**src/rtl/dm_arb_pkg.sv**
```systemverilog
// Shared types and defaults for the data-memory arbiter.
// Optional round-robin contention is enabled with DM_ARB_RR_EN.
package dm_arb_pkg;

    typedef enum logic [1:0] {
        OWN_IDLE = 2'd0,
        OWN_CPU  = 2'd1,
        OWN_EXT  = 2'd2
    } owner_e;

    localparam int AW_DEF        = 10;
    localparam int DW_DEF        = 32;
    localparam int MAX_WAIT_DEF  = 3;
    localparam int MAX_BURST_DEF = 4;

    function automatic int cnt_w(input int max);
        return $clog2(max + 1);
    endfunction

    localparam int WAIT_W_DEF  = cnt_w(MAX_WAIT_DEF);
    localparam int BURST_W_DEF = cnt_w(MAX_BURST_DEF);

endpackage

```
**src/rtl/dm_arbiter_sat_counter.sv**
```systemverilog
// Saturating up-counter; clr with inc together restarts the count at 1.
// Used for the ext starvation and burst counters.
module sat_counter #(
    parameter int W   = 2,
    parameter int MAX = 3
) (
    input  logic         clk,
    input  logic         rst_n,
    input  logic         inc,
    input  logic         clr,
    output logic [W-1:0] count
);

    localparam logic [W-1:0] MAXV = W'(MAX);
    localparam logic [W-1:0] ONE  = W'(1);

    always_ff @(posedge clk or negedge rst_n) begin
        if (!rst_n) begin
            count <= '0;
        end else if (clr) begin
            count <= inc ? ONE : '0;
        end else if (inc && count != MAXV) begin
            count <= count + ONE;
        end
    end

endmodule

```
**src/rtl/dm_arbiter.sv**
```systemverilog
// Single-port data-memory arbiter: CPU priority, ext starvation guard and lock.
// Define DM_ARB_RR_EN for alternating grants on uncontended-by-force cycles.
module dm_arbiter
    import dm_arb_pkg::*;
#(
    parameter int AW        = AW_DEF,
    parameter int DW        = DW_DEF,
    parameter int MAX_WAIT  = MAX_WAIT_DEF,
    parameter int MAX_BURST = MAX_BURST_DEF
) (
    input  logic          CLK,
    input  logic          RESET_N,
    input  logic          cpu_req,
    input  logic          cpu_we,
    input  logic [AW-1:0] cpu_addr,
    input  logic [DW-1:0] cpu_wdata,
    output logic [DW-1:0] cpu_rdata,
    output logic          cpu_stall,
    input  logic          ext_req,
    input  logic          ext_we,
    input  logic          ext_lock,
    input  logic [AW-1:0] ext_addr,
    input  logic [DW-1:0] ext_wdata,
    output logic          ext_gnt,
    output logic          ext_rvalid,
    output logic [DW-1:0] ext_rdata,
    output logic          dm_WE,
    output logic [AW-1:0] dm_ADDRESS,
    output logic [DW-1:0] dm_DATA,
    input  logic [DW-1:0] dm_Q
);

    localparam int WAIT_W  = cnt_w(MAX_WAIT);
    localparam int BURST_W = cnt_w(MAX_BURST);

    owner_e               owner_q;
    owner_e               owner_d;
    logic [WAIT_W-1:0]    wait_q;
    logic [BURST_W-1:0]   burst_q;
    logic                 ext_rvalid_q;
    logic [DW-1:0]        ext_rdata_q;
    logic                 wait_hit;
    logic                 lock_hold;
    logic                 ext_force;
    logic                 cpu_gnt;
    logic                 ext_denied;

    assign wait_hit  = (wait_q == WAIT_W'(MAX_WAIT));
    assign lock_hold = (owner_q == OWN_EXT) && ext_lock
                     && (burst_q < BURST_W'(MAX_BURST));
    assign ext_force = ext_req & (wait_hit | lock_hold);

`ifdef DM_ARB_RR_EN
    logic contested;
    logic cpu_lost_q;

    assign contested = cpu_req & ext_req;

    // Last cycle's owner yields, unless the CPU already yielded a contest.
    always_comb begin
        cpu_gnt = cpu_req & ~ext_force;
        if (contested && !ext_force) begin
            cpu_gnt = (owner_q != OWN_CPU) | cpu_lost_q;
        end
    end

    always_ff @(posedge CLK or negedge RESET_N) begin
        if (!RESET_N) begin
            cpu_lost_q <= 1'b0;
        end else begin
            cpu_lost_q <= contested & ~cpu_gnt;
        end
    end
`else
    assign cpu_gnt = cpu_req & ~ext_force;
`endif

    assign ext_gnt    = ext_req & ~cpu_gnt;
    assign cpu_stall  = cpu_req & ~cpu_gnt;
    assign cpu_rdata  = dm_Q;
    assign ext_denied = ext_req & ~ext_gnt;

    always_comb begin
        dm_WE      = 1'b0;
        dm_ADDRESS = '0;
        dm_DATA    = '0;
        unique case (1'b1)
            cpu_gnt: begin
                dm_WE      = cpu_we;
                dm_ADDRESS = cpu_addr;
                dm_DATA    = cpu_wdata;
            end
            ext_gnt: begin
                dm_WE      = ext_we;
                dm_ADDRESS = ext_addr;
                dm_DATA    = ext_wdata;
            end
            default: ;
        endcase
    end

    always_comb begin
        owner_d = OWN_IDLE;
        unique case (1'b1)
            cpu_gnt: owner_d = OWN_CPU;
            ext_gnt: owner_d = OWN_EXT;
            default: ;
        endcase
    end

    always_ff @(posedge CLK or negedge RESET_N) begin
        if (!RESET_N) begin
            owner_q      <= OWN_IDLE;
            ext_rvalid_q <= 1'b0;
            ext_rdata_q  <= '0;
        end else begin
            owner_q      <= owner_d;
            ext_rvalid_q <= ext_gnt & ~ext_we;
            if (ext_gnt && !ext_we) begin
                ext_rdata_q <= dm_Q;
            end
        end
    end

    assign ext_rvalid = ext_rvalid_q;
    assign ext_rdata  = ext_rdata_q;

    sat_counter #(
        .W   (WAIT_W),
        .MAX (MAX_WAIT)
    ) u_wait (
        .clk   (CLK),
        .rst_n (RESET_N),
        .inc   (ext_denied),
        .clr   (~ext_denied),
        .count (wait_q)
    );

    // A grant arriving from a non-EXT owner restarts the burst at 1.
    sat_counter #(
        .W   (BURST_W),
        .MAX (MAX_BURST)
    ) u_burst (
        .clk   (CLK),
        .rst_n (RESET_N),
        .inc   (ext_gnt),
        .clr   (~ext_gnt | (owner_q != OWN_EXT)),
        .count (burst_q)
    );

endmodule

```
**config.mk**
```make
export PLATFORM = sky130hd
export DESIGN_NAME = dm_arbiter
export DESIGN_NICKNAME = d
export VERILOG_FILES = /design/src/rtl/dm_arb_pkg.sv /design/src/rtl/dm_arbiter_sat_counter.sv /design/src/rtl/dm_arbiter.sv
export SDC_FILE = /design/constraint.sdc
export NUM_CORES = 1
export LEC_CHECK = 0
export CAP_MARGIN = 20
export CORE_MARGIN = 5
export CORE_UTILIZATION = 32
export DETAILED_ROUTE_END_ITERATION = 6
export GPL_ROUTABILITY_DRIVEN = 0
export GPL_TIMING_DRIVEN = 0
export PLACE_DENSITY = 0.9
export SYNTH_ARGS = -nofsm -noshare
export SYNTH_HDL_FRONTEND = slang
export SYNTH_HIERARCHICAL = 1
export SYNTH_SLANG_ARGS = --single-unit
```
**constraint.sdc**
```tcl
create_clock -name CLK -period 2.3 [get_ports CLK]
set_input_delay 0.345 -clock CLK [delete_from_list [all_inputs] [get_ports CLK]]
set_output_delay 0.345 -clock CLK [all_outputs]
set_load 0.02 [all_outputs]
```
### Yosys cells after proc, flatten, opt, wreduce, memory -nomap -nowiden

Cells that the tools add are included.

| word-level totals | value |
|---|---|
| flip-flop bits (word level) | 40 |
| output and inout bits | 110 |
| word-level logic and storage cells | 42 |

| cells by class | value |
|---|---|
| add/sub/neg operators | 2 |
| magnitude comparators | 1 |
| equality and inequality tests | 6 |
| muxes and demuxes | 9 |
| bitwise logic cells | 12 |
| reduce and logical (&&, ||, !) cells | 7 |

Operators by type and width:

| operator | count |
|---|---|
| 32-bit one-hot mux with 2 select lines | 1 |
| 10-bit one-hot mux with 2 select lines | 1 |
| 1-bit bitwise AND | 6 |
| 3-bit 2-to-1 mux | 2 |
| 2-bit != test (second input constant) | 3 |
| 1-bit logical AND | 5 |
| 2-bit equality test (second input constant) | 2 |
| 2-bit 2-to-1 mux | 2 |
| 1-bit inverter | 4 |
| 2-bit one-hot mux with 2 select lines | 1 |
| 3-bit by 1-bit adder with 3-bit output (second input constant) | 1 |
| 3-bit < comparator (second input constant) | 1 |
| 3-bit != test (second input constant) | 1 |
| 2-bit by 1-bit adder with 2-bit output (second input constant) | 1 |
| 1-bit bitwise OR | 2 |
| 1-bit one-hot mux with 2 select lines | 1 |
| 2-bit nonzero test | 1 |
| 1-bit logical NOT | 1 |
| 1-bit 2-to-1 mux | 1 |

### Longest topological paths before layout

Gate-level depths: netlist (run 1).

| logic depth | value |
|---|---|
| depth in word-level cells | 14 |
| gate-level depth with buffers | 8 |
| gate-level depth less buffers | 6 |

### By module

The synthesis (run 1) kept the hierarchy.

Modules (own cells, without submodules):

| module | times used | cells an instance | area each (um^2) |
|---|---|---|---|
| dm_arbiter | 1 | 173 | 2301.0 |
| sat_counter at u_burst | 1 | 17 | 178.9 |
| sat_counter at u_wait | 1 | 10 | 120.1 |

### Worst setup path after synthesis (run 1)

No wires, ideal clock.

| timing path | value |
|---|---|
| path kind | register -> register |
| start point | register u_burst.count[2] |
| end point | register u_burst.count[0] |
| library setup time | 0.128 ns |
| arrival time | 1.721 ns |
| required time | 2.172 ns |
| setup slack | 0.451 ns |
| cell stages (with the launch flop) | 8 |
| buffers on the path | 1 |
| clock period less this slack | 1.849 ns |
| path through | dfrtp_1 > nand4bb_4 > a21boi_4 > buf_2 > nand3b_1 > and2_2 > a31oi_1 > o31ai_1 |

| on the way | value |
|---|---|
| word-level cells in the longest chain between the ends | 11 |
| elaborated cells between the ends (all ways) | 15 |
| those cells by class | order compare: 1; eq/ne: 1; mux: 2; bitwise: 8; reduce/logical: 3 |

Ends and longest elaborated chain:

| what | RTL line | RTL |
|---|---|---|
| start, declared | dm_arbiter_sat_counter.sv:11 | `output logic [W-1:0] count` |
| start signal, assigned | dm_arbiter_sat_counter.sv:21 | `count <= inc ? ONE : '0;` |
| start signal, assigned | dm_arbiter_sat_counter.sv:23 | `count <= count + ONE;` |
| 3-bit < comparator * | dm_arbiter.sv:50 | `&& (burst_q < BURST_W'(MAX_BURST));` |
| 1-bit logical AND * | dm_arbiter.sv:50 |  |
| 1-bit bitwise OR * | dm_arbiter.sv:51 | `assign ext_force = ext_req & (wait_hit \| lock_hold);` |
| 1-bit bitwise AND * | dm_arbiter.sv:51 |  |
| 1-bit inverter * | dm_arbiter.sv:75 | `assign cpu_gnt = cpu_req & ~ext_force;` |
| 1-bit bitwise AND * | dm_arbiter.sv:75 |  |
| 1-bit inverter * | dm_arbiter.sv:78 | `assign ext_gnt = ext_req & ~cpu_gnt;` |
| 1-bit bitwise AND * | dm_arbiter.sv:78 |  |
| net ext_gnt | dm_arbiter.sv:24 | `output logic ext_gnt,` |
| 1-bit inverter | dm_arbiter.sv:147 | `.clr (~ext_gnt \| (owner_q != OWN_EXT)),` |
| 1-bit bitwise OR | dm_arbiter.sv:147 |  |
| 3-bit 2-to-1 mux or 2-bit nonzero test (tied branches) | -- |  |

The timed path passes the listed nets; every way through them passes the cells marked *.
A chain may end at the register's enable or synchronous reset.

### Final worst setup path (run 1)

| timing path | value |
|---|---|
| start point | input ext_req |
| end point | output dm_ADDRESS[9] |

| on the way | value |
|---|---|
| word-level cells in the longest chain between the ends | 6 |

Ends and longest elaborated chain:

| what | RTL line | RTL |
|---|---|---|
| start, declared | dm_arbiter.sv:19 | `input logic ext_req,` |
| 1-bit bitwise AND | dm_arbiter.sv:51 |  |
| 1-bit inverter | dm_arbiter.sv:75 |  |
| 1-bit bitwise AND | dm_arbiter.sv:75 |  |
| 1-bit inverter | dm_arbiter.sv:78 |  |
| 1-bit bitwise AND | dm_arbiter.sv:78 |  |
| 10-bit one-hot mux with 2 select lines * | dm_arbiter.sv:87 | `unique case (1'b1)` |
| end, declared | dm_arbiter.sv:28 | `output logic [AW-1:0] dm_ADDRESS,` |

Every way passes the cells marked *; elsewhere a longest branch is shown, timed or not.

==> flow_metrics.tcl, run 1 <==
set metrics [dict create \
    status "complete, no violations" \
    synth_cells 200 \
    dp_hpwl_um 8430 \
    dieArea_um2 10000 \
    io_pins 233 \
    seq_area_frac_synth_pct 38.5 \
    hold_buffers 0 \
    overflow 0 \
    path_max_fanout 10 \
    setup_viol 0 \
    synth.top_cells.by_count "a32o_1 (43), dfrtp_1 (40), buf_4 (36)" \
    htreeDepth 2 \
    die_y_um 100 \
    timing.final.crit_share_pct 96.3 \
    synth_area_leaders "dfrtp_1 (38%), mux2_4 (17%), a32o_1 (17%)" \
    drv_slew 0 \
    syn-num-nets 326 \
    required_ns 1.96 \
    syn2layout_area_growth_pct 93.5 \
    fillers 649 \
    fmax_mhz 451 \
    drt_iter0_markers 75 \
    ant_nets 0 \
    utilization_pct 64.4 \
    clk_latency_ns 0.28 \
    synth-edff-count 0 \
    syn_avg_cell_area_um2 13.0 \
    total_power_mw 2.76 \
    cts.sinks 40 \
    yosysWarnings 6 \
    avgRoutedWirePerCell_um 18.8 \
    yosysMostFrequentCell "a32o_1" \
    vdd_drop_max_mv 0.215 \
    drt_wl_total_um 10300 \
    crit_path_start_kind "input pin" \
    cts_tree "yes" \
    clk_pin_slew_ns 0.08 \
    fin_skew_ns 0.00556 \
    reg2reg_depth 7 \
    cts_inserted_buffers 5 \
    place_worst_setup_slack_ns -0.586 \
    netlist.area_leader.share_pct 38.5 \
    fin_crit_ns 2.22 \
    ys_ff_latch 40 \
    start_util_pct 33.3 \
    powerDensity_nw_per_um2 549 \
    drtPass1Iterations 6 \
    grt_util_all_layers_pct 20.2 \
    antenna_found_initial 1 \
    maxSlewHeadroom_pct 40.6 \
    grt_max_degree 41 \
    drive_above_1_share_pct 32.8 \
    yosys.area.top_type "dfrtp_1" \
    setup_ws_ns 0.0843 \
    async_flop_share_pct 100 \
    grt_setup_unrepaired "false" \
    hold_class "in2async" \
    syn_area_um2 2600 \
    io_buffer_count 231 \
    hold_viol 0 \
    rows 32 \
    drc 0 \
    crit_type "in2out" \
    coreArea_um2 7810 \
    vias 2679 \
    grt_pass1_wl_um 16200 \
    endpoint_kind "primary output" \
    cp_data_arrival_time_ns 1.87 \
    via_per_inst 4.89 \
    synth-main-ff-cell "dfrtp_1" \
    power_leakage_nw 2.17 \
    tightest_slew_ns 0.892 \
    holdWs_ns 0.178 \
    root_buffer "clkbuf_8" \
    cap_violations 0 \
    die_x_um 100 \
    cts_max_path_buffers 2 \
    fin_nets 570 \
    first_global_vias 3061 \
    yosysUniqueCellTypes 32 \
]
## timing repair
action                                  in CTS  in global routing
gates resized for setup                    138                 44
pin swaps                                    3                  2
setup buffers                                5                  0
endpoints found under the setup margin      45                 41
endpoints found under the hold margin        0                  0
cloned                                       1                  0
## power by group
part	leakage [nW]	switching, mW	internal [mW]
sequential	0.481	0.0735	0.824
clock	0.0548	0.251	0.327
combinational	1.63	0.552	0.733
## layout make-up
class,instances,area [µm²],share of cell area (%)
flip-flops and latches,40,1000,19.9
clock buffers,5,68.8,1.37
inverters,3,11.3,0.224
plain buffers,48,409,8.13
repair buffers,237,2140,42.6
multi-input cells,109,1220,24.2
clock inverters,3,46.3,0.920
diodes,1,2.50,0.0497
well taps,102,128,2.54
## routing by layer
| layer | vias up | GRT usage (%) | share of wire [%] |
|---|---|---|---|
| met3 | 14 | 6.88 | 10 |
| met2 | 157 | 36.0 | 50 |
| met4 | 0 | 6.84 | 1.9 |
| met1 | 1269 | 22.3 | 37 |
| li1 | 1239 | - | - |
| met5 | - | 0 | 0 |
## state kept, by name, summed over array words and instances (netlist names)
| name | flops |
|---|---|
| owner_q | 2 |
| ext_rdata | 32 |
| ext_rvalid | 1 |
| u_wait/count | 2 |
| u_burst/count | 3 |
## cells in the final DEF, fill, tap and decap left out, drive strengths merged, types with 2 or more instances in the layout
cell,synthesis,routed
ha,3,3
mux2i,2,2
dlygate4sd2,0,2
and2,3,3
a32o,43,43
inv,3,4
a21oi,2,2
clkbuf,4,14
a21boi,3,3
buf,44,89
dfrtp,40,40
clkdlybuf4s50,0,185
nand2,3,3
nand2b,3,3
nor3,2,2
mux2,32,32
nor2,4,4
## worst paths after layout
path / start / endpoint / slack [ns]
setup / recovery: ext_req / dm_ADDRESS[9] / 0.08
hold / removal: RESET_N / ext_rdata[23] / 0.18
setup reg to reg: owner_q[0] / u_burst/count[0] / 0.39
hold reg to reg: ext_rdata[10] / ext_rdata[10] / 0.52
max in group asynchronous: RESET_N / u_wait/count[0] / 1.51
min in group CLK: ext_rdata[10] / ext_rdata[10] / 0.52
## through the flow
stage	std cells	instance area (µm²)	setup TNS (ns)
6_report	548	5030	0
5_1_grt	548	5030	0
4_1_cts	547	5270	0
3_5_place_dp	533	5030	-23.76
3_3_place_gp	533	5040	-23.76
2_1_floorplan	200	2600	0
## cell families after synthesis
logic type | Yosys count | share of synthesized area, %
buf+inv | 51 | 14.9
mux | 34 | 18.8
fa+ha+maj | 3 | 1.44
simple gates | 20 | 5.92
flops | 40 | 38.5
compound gates | 52 | 20.4
## worst max-delay path: stages
cell	delay, ns
clkdlybuf4s50_1	0.60
a21boi_4	0.35
buf_4	0.24
a32o_1	0.16
buf_2	0.17
(Power assumes the default switching activity.)
==> inputs of run 2 (changes only) <==
- CAP_MARGIN: 20 -> default
==> results of run 2 <==
The final DEF is identical to that of run 1; final timing and power are the same.
==> inputs of run 3 (changes only) <==
- HOLD_SLACK_MARGIN: default -> 0.1
==> results of run 3 <==
The final DEF is identical to that of run 1; final timing and power are the same.
